===== config.mk =====
export PLATFORM = sky130hd
export DESIGN_NAME = operand_fetch
export DESIGN_NICKNAME = d
export VERILOG_FILES = /design/src/rtl/warp_pkg.sv /design/src/rtl/warp_scoreboard.sv /design/src/rtl/operand_fetch.sv
export SDC_FILE = /design/constraint.sdc
export NUM_CORES = 1
export LEC_CHECK = 0
export CAP_MARGIN = 30
export CORE_AREA = 4 4 154 156
export DETAILED_ROUTE_END_ITERATION = 6
export DIE_AREA = 0 0 158 160
export PLACE_DENSITY = 0.88
export SYNTH_ARGS = -nofsm -noshare
export SYNTH_HDL_FRONTEND = slang
export SYNTH_SLANG_ARGS = --single-unit

===== constraint.sdc =====
create_clock -name clk -period 12.9 [get_ports clk]
set_input_delay 1.935 -clock clk [delete_from_list [all_inputs] [get_ports clk]]
set_output_delay 1.935 -clock clk [all_outputs]
set_load 0.02 [all_outputs]

===== src/rtl/warp_pkg.sv =====
// Shared widths, the issue bundle carried through the output stage, and the
// operand-select helper used by operand_fetch.
package warp_pkg;

    localparam int XLEN       = 32;
    localparam int REG_ADDR_W = 5;
    localparam int NUM_REGS   = 32;
    localparam int CTRL_W     = 16;

    typedef struct packed {
        logic [REG_ADDR_W-1:0] rd;
        logic                  rd_we;
        logic [XLEN-1:0]       imm;
        logic [XLEN-1:0]       pc;
        logic [CTRL_W-1:0]     ctrl;
    } issue_bundle_t;

    // Priority: unused or R0 reads as zero, then same-cycle writeback, then RF.
    function automatic logic [XLEN-1:0] select_operand(
        input logic [REG_ADDR_W-1:0] rs,
        input logic                  used,
        input logic [XLEN-1:0]       rf_data,
        input logic                  wb_valid,
        input logic [REG_ADDR_W-1:0] wb_rd,
        input logic [XLEN-1:0]       wb_data
    );
        logic [XLEN-1:0] result;
        result = rf_data;
        if (!used || rs == '0) begin
            result = '0;
        end else if (wb_valid && wb_rd == rs) begin
            result = wb_data;
        end
        return result;
    endfunction

endpackage


===== src/rtl/warp_scoreboard.sv =====
// Pending-write scoreboard: one busy bit per architectural register, with
// hazard lookups that already account for a writeback landing this cycle.
module warp_scoreboard #(
    parameter int NUM_REGS   = warp_pkg::NUM_REGS,
    parameter int REG_ADDR_W = warp_pkg::REG_ADDR_W
) (
    input  logic                  clk,
    input  logic                  rst,
    input  logic                  set_en,
    input  logic [REG_ADDR_W-1:0] set_idx,
    input  logic                  clr_en,
    input  logic [REG_ADDR_W-1:0] clr_idx,
    input  logic                  fclr_en,
    input  logic [REG_ADDR_W-1:0] fclr_idx,
    input  logic [REG_ADDR_W-1:0] rs1,
    input  logic                  rs1_used,
    input  logic [REG_ADDR_W-1:0] rs2,
    input  logic                  rs2_used,
    input  logic [REG_ADDR_W-1:0] rd,
    input  logic                  rd_we,
    output logic                  haz1,
    output logic                  haz2,
    output logic                  hazw,
    output logic [NUM_REGS-1:0]   busy_mask
);

    logic [NUM_REGS-1:0] busy_reg;
    logic [NUM_REGS-1:0] busy_next;

    // A register being written back this cycle no longer blocks anyone.
    function automatic logic lookup(
        input logic [REG_ADDR_W-1:0] idx,
        input logic                  used
    );
        return used && (idx != '0) && busy_reg[idx] && !(clr_en && clr_idx == idx);
    endfunction

    assign haz1 = lookup(rs1, rs1_used);
    assign haz2 = lookup(rs2, rs2_used);
    assign hazw = lookup(rd, rd_we);

    generate
        for (genvar gi = 0; gi < NUM_REGS; gi++) begin : g_busy
            if (gi == 0) begin : g_zero
                assign busy_next[gi] = 1'b0;
            end else begin : g_reg
                logic set_hit;
                logic clr_hit;
                logic fclr_hit;
                assign set_hit  = set_en  && (set_idx  == REG_ADDR_W'(gi));
                assign clr_hit  = clr_en  && (clr_idx  == REG_ADDR_W'(gi));
                assign fclr_hit = fclr_en && (fclr_idx == REG_ADDR_W'(gi));
                // A new producer claiming the register outranks any clear.
                assign busy_next[gi] = set_hit | (busy_reg[gi] & ~clr_hit & ~fclr_hit);
            end
        end
    endgenerate

    always_ff @(posedge clk or posedge rst) begin
        if (rst) begin
            busy_reg <= '0;
        end else begin
            busy_reg <= busy_next;
        end
    end

    assign busy_mask = busy_reg;

endmodule


===== src/rtl/operand_fetch.sv =====
// Issue stage between decode and execute: reads the register file, bypasses
// writeback data, stalls on RAW/WAW hazards and registers the operands.
module operand_fetch #(
    parameter int NUM_REGS = warp_pkg::NUM_REGS,
    parameter int XLEN     = warp_pkg::XLEN,
    parameter int CTRL_W   = warp_pkg::CTRL_W
) (
    input  logic                            clk,
    input  logic                            rst,
    input  logic                            in_valid,
    output logic                            in_ready,
    input  logic [warp_pkg::REG_ADDR_W-1:0] in_rs1,
    input  logic [warp_pkg::REG_ADDR_W-1:0] in_rs2,
    input  logic                            in_rs1_used,
    input  logic                            in_rs2_used,
    input  logic [warp_pkg::REG_ADDR_W-1:0] in_rd,
    input  logic                            in_rd_we,
    input  logic [XLEN-1:0]                 in_imm,
    input  logic [XLEN-1:0]                 in_pc,
    input  logic [CTRL_W-1:0]               in_ctrl,
    output logic [warp_pkg::REG_ADDR_W-1:0] rf_read_addr1,
    output logic [warp_pkg::REG_ADDR_W-1:0] rf_read_addr2,
    input  logic [XLEN-1:0]                 rf_read_data1,
    input  logic [XLEN-1:0]                 rf_read_data2,
    input  logic                            wb_valid,
    input  logic [warp_pkg::REG_ADDR_W-1:0] wb_rd,
    input  logic [XLEN-1:0]                 wb_data,
    input  logic                            flush,
    output logic                            out_valid,
    input  logic                            out_ready,
    output logic [XLEN-1:0]                 out_rs1_data,
    output logic [XLEN-1:0]                 out_rs2_data,
    output logic [warp_pkg::REG_ADDR_W-1:0] out_rd,
    output logic                            out_rd_we,
    output logic [XLEN-1:0]                 out_imm,
    output logic [XLEN-1:0]                 out_pc,
    output logic [CTRL_W-1:0]               out_ctrl,
    output logic [NUM_REGS-1:0]             busy_mask
);

    import warp_pkg::*;

    logic            haz1;
    logic            haz2;
    logic            hazw;
    logic            accept;
    logic            set_en;
    logic            fclr_en;
    logic [XLEN-1:0] rs1_sel;
    logic [XLEN-1:0] rs2_sel;

    logic            valid_reg;
    issue_bundle_t   held_reg;
    logic [XLEN-1:0] rs1_data_reg;
    logic [XLEN-1:0] rs2_data_reg;

    assign rf_read_addr1 = in_rs1;
    assign rf_read_addr2 = in_rs2;

    // Flush blocks intake so the killed slot cannot be refilled in the same cycle.
    assign in_ready = !flush && !(haz1 || haz2 || hazw) && (!valid_reg || out_ready);
    assign accept   = in_valid && in_ready;

    assign set_en  = accept && in_rd_we && (in_rd != '0);
    assign fclr_en = flush && valid_reg && held_reg.rd_we && (held_reg.rd != '0);

    warp_scoreboard #(
        .NUM_REGS   (NUM_REGS),
        .REG_ADDR_W (REG_ADDR_W)
    ) u_scoreboard (
        .clk       (clk),
        .rst       (rst),
        .set_en    (set_en),
        .set_idx   (in_rd),
        .clr_en    (wb_valid),
        .clr_idx   (wb_rd),
        .fclr_en   (fclr_en),
        .fclr_idx  (held_reg.rd),
        .rs1       (in_rs1),
        .rs1_used  (in_rs1_used),
        .rs2       (in_rs2),
        .rs2_used  (in_rs2_used),
        .rd        (in_rd),
        .rd_we     (in_rd_we),
        .haz1      (haz1),
        .haz2      (haz2),
        .hazw      (hazw),
        .busy_mask (busy_mask)
    );

    // The RF returns the pre-write value, so a same-cycle writeback must be bypassed.
    assign rs1_sel = select_operand(in_rs1, in_rs1_used, rf_read_data1, wb_valid, wb_rd, wb_data);
    assign rs2_sel = select_operand(in_rs2, in_rs2_used, rf_read_data2, wb_valid, wb_rd, wb_data);

    always_ff @(posedge clk or posedge rst) begin
        if (rst) begin
            valid_reg    <= 1'b0;
            held_reg     <= '0;
            rs1_data_reg <= '0;
            rs2_data_reg <= '0;
        end else if (accept) begin
            valid_reg    <= 1'b1;
            held_reg     <= '{rd: in_rd, rd_we: in_rd_we, imm: in_imm, pc: in_pc, ctrl: in_ctrl};
            rs1_data_reg <= rs1_sel;
            rs2_data_reg <= rs2_sel;
        end else if (flush || out_ready) begin
            valid_reg    <= 1'b0;
        end
    end

    assign out_valid    = valid_reg;
    assign out_rs1_data = rs1_data_reg;
    assign out_rs2_data = rs2_data_reg;
    assign out_rd       = held_reg.rd;
    assign out_rd_we    = held_reg.rd_we;
    assign out_imm      = held_reg.imm;
    assign out_pc       = held_reg.pc;
    assign out_ctrl     = held_reg.ctrl;

endmodule


==> run_results.csv <==
group,metric,value,unit
detailed_routing,vias_per_cell,5.76,
yosys,synthCells,739,
yosys,syn_nets,944,
timing,skew,0.0135,ns
finish,nNetsFinal,1300,
timing,maxSlewHeadroom,29.8,%
critical_path,r2r-start,"u_scoreboard.busy_mask[18]",
finish,drive_gt1_share,16.3,%
yosys,seq_area_frac_synth,46.6,%
critical_path,reg2regPathDepth,9,
timing,rsz0062_at_grt,"false",
timing,timing.final.ws_setup,5.73,ns
yosys,synth.avg_cell_area,13.2,sq um
cts,ctsHoldBuffers,0,
hold_path,hold_class,"reg2reg",
pwr,internal-power,1.45,mW
global_route,grt_max_degree,91,
timing,max_freq,139,MHz
job,maxCapViolations,0,
critical_path,cpPeakStageDelay,1.16,ns
timing,tightest_slew,1.05,ns
critical_path,cp_cell_sequence,"clkdlybuf4s50_1 > mux2_2 > a221oi_1 > nor3_1 > o2111ai_1 > o211a_1 > clkdlybuf4s50_1",
floorplanning,core_area,22400,sq um
floorplanning,rows,55,
detailed_routing,firstDrtPassIters,5,
global_route,grt_pass1_vias,8572,
detailed_routing,drcViolationCount,0,
placed_design,hpwl,26300,um
detailed_routing,drt_iter0_markers,711,
placed_design,port-buffer-count,397,
detailed_routing,vias,8054,
placed_design,pre_cts_ws,5.59,ns
critical_path,path_class,"in2out",
critical_path,worstSetupEndpointType,"output port",
critical_path,crit_top_cell,"clkdlybuf4s50_1",
floorplanning,start_util,43.7,%
yosys,async_flop_share,100,%
cts,clk_latency,0.43,ns
critical_path,cp.required,10.97,ns
hold_path,hold_depth,1,
cts,post_cts_buffers,0,
yosys,synth_edf_count,0,
detailed_routing,wirelength,35100,um
timing,min_period,7.17,ns
hold_path,min-delay-start,"out_ctrl[6]",
cts,htreeDepth,4,
yosys,synth_area,9780,sq um
placed_design,gp_congestion,0.916,
floorplanning,die_w,158,um
pwr,p_switching,0.762,mW
cts,cts.sinks,182,
critical_path,reg2reg_slack,9.14,ns
pwr,p_clk_share,22.8,%
critical_path,crit_slowest_cell,"clkdlybuf4s50_1",
cts,clockRootBuffer,"clkbuf_16",
status,outcome,"complete, no violations",
pwr,vdd_drop_max,0.0817,mV
finish,syn_to_final_growth,47.8,%
cts,clk_pin_slew_worst_paths,0.07,ns
timing,finalCritPeriodShare,55.6,%
critical_path,cp.arrival,5.24,ns
timing,setup-violations-final,0,
floorplanning,io_pins,399,
timing,slew_violations,0,
yosys,synth_seq_cells,182,
yosys,ys_types,54,
floorplanning,die_area,25300,sq um
global_route,grt_pass1_wl,52200,um
pwr,pwr-share-comb,40.3,%
global_route,grt_overflow,0,
finish,final_cell_mix,"clkdlybuf4s50_1 (397), dfrtp_1 (182), mux2_4 (100)",
cts,cts_resized,0,
detailed_routing,wl_per_cell,25.1,um
timing,tns,0,ns
hold_path,holdPathEnd,"out_ctrl[6]",
critical_path,startpoint_type,"input port",
global_route,antenna_found_initial,6,
pwr,power_frac_seq,36.9,%
pwr,switching_share,34.5,%
critical_path,worstPathMaxFanout,22,
pwr,power.density,153,nW/um^2
cts,cts_tree,"yes",
global_route,grt_usage,27.0,%
yosys,ys.flop_type,"dfrtp_1",
finish,final_util,64.6,%
pwr,p_leak,6.14,nW
critical_path,r2r-end,"out_imm[22]",
floorplanning,fp.dieH,160,um
cts,cts_buffer_depth,2,
detailed_routing,postRouteAntennaNets,0,
cts,cts_made_buffers,17,
timing,hold_violations,0,
yosys,yosysWarnings,0,
finish,mostFrequentLayoutCell,"clkdlybuf4s50_1",
[cell usage after synthesis (8+ instances only)]
master	count	area [sq um]
dfrtp_1	182	4550
mux2_4	100	1500
mux2_1	50	563
mux2i_1	44	440
nor2_1	40	150
a22o_1	32	280
o221ai_1	32	280
o31ai_1	26	195
clkbuf_1	22	82.6
nand2_1	19	71.3
buf_6	16	180
nand3_1	16	80.1
buf_4	15	113
mux4_2	14	315
buf_2	12	60.1
nor2b_1	12	75.1
xor2_1	12	105
nand2b_1	11	68.8
inv_1	8	30.0
[routing by layer]
layer	vias to the layer above	part of all wire, %	track usage, %
li1	3473	-	-
met1	4031	37	32.5
met2	483	51	46.0
met3	67	9.0	7.26
met4	0	3.2	10.3
met5	-	0	0
[worst max-delay path, delay by kind of cell]
family	cells	cell delay [ns]
compound gates	3	0.98
simple gates	1	0.08
buf+inv	2	1.80
mux	1	0.42
[area by class of cell]
class                      instances  area [sq um]
antenna                            6          15.0
multi-input combinational        477          4760
sequential                       182          4550
clock buffer                      19           443
timing repair buffer             409          4170
fill                            1635          7920
inverter                           8          35.0
clock inverter                    13           110
tap                              285           357
[registers in the layout, indices dropped and copies added (netlist names)]
signal and flops:
out_rd 5, out_rd_we 1, out_imm 32, out_rs2_data 32
out_rs1_data 32, out_ctrl 16, u_scoreboard.busy_mask 31, out_valid 1
out_pc 32
[worst max-delay path by stage]
stage	startpoint	end	slack, ns	cells after the start
after floorplan	rst	out_ctrl[0]	6.02	1
after global placement	in_rs2[0]	in_ready	5.65	7
after detailed placement	in_rs2[0]	in_ready	5.59	7
after CTS	in_rs2[0]	in_ready	5.58	7
after global routing	in_rd[1]	in_ready	5.55	7
final	in_rd[1]	in_ready	5.73	7
[power by group through the flow]
stage | sequential [mW] | combinational [mW] | clock, mW
finish | 0.817 | 0.890 | 0.504
global route | 0.832 | 0.932 | 0.540
CTS | 0.815 | 0.893 | 0.512
detailed placement | 0.824 | 0.888 | 0
global placement | 0.814 | 0.869 | 0
floorplan | 0.974 | 0.288 | 0
[cells by family (layout without fill, tap and decap cells)]
| family | count (synthesis) | in the layout | share of synthesized area [%] |
|---|---|---|---|
| flip-flops | 182 | 182 | 46.6 |
| multiplexers | 215 | 215 | 29.7 |
| other | 1 | 7 | 0.0384 |
| buffers and inverters | 80 | 449 | 5.09 |
| AND/OR/NAND/NOR | 124 | 124 | 6.42 |
| AO/OA/AOI/OAI | 122 | 122 | 10.9 |
| XOR/XNOR | 15 | 15 | 1.34 |
[stage by stage]
step	cells	area [sq um]	hold slack [ns]	power, mW
global placement	1355	13700	0.473	1.68
detailed placement	1358	13800	0.482	1.71
global route	1399	14400	0.508	2.30
floorplan	739	9780	0.615	1.26
finish	1399	14400	0.493	2.21
CTS	1390	14400	0.498	2.22
Note: power is estimated with default switching activity, not from simulation.
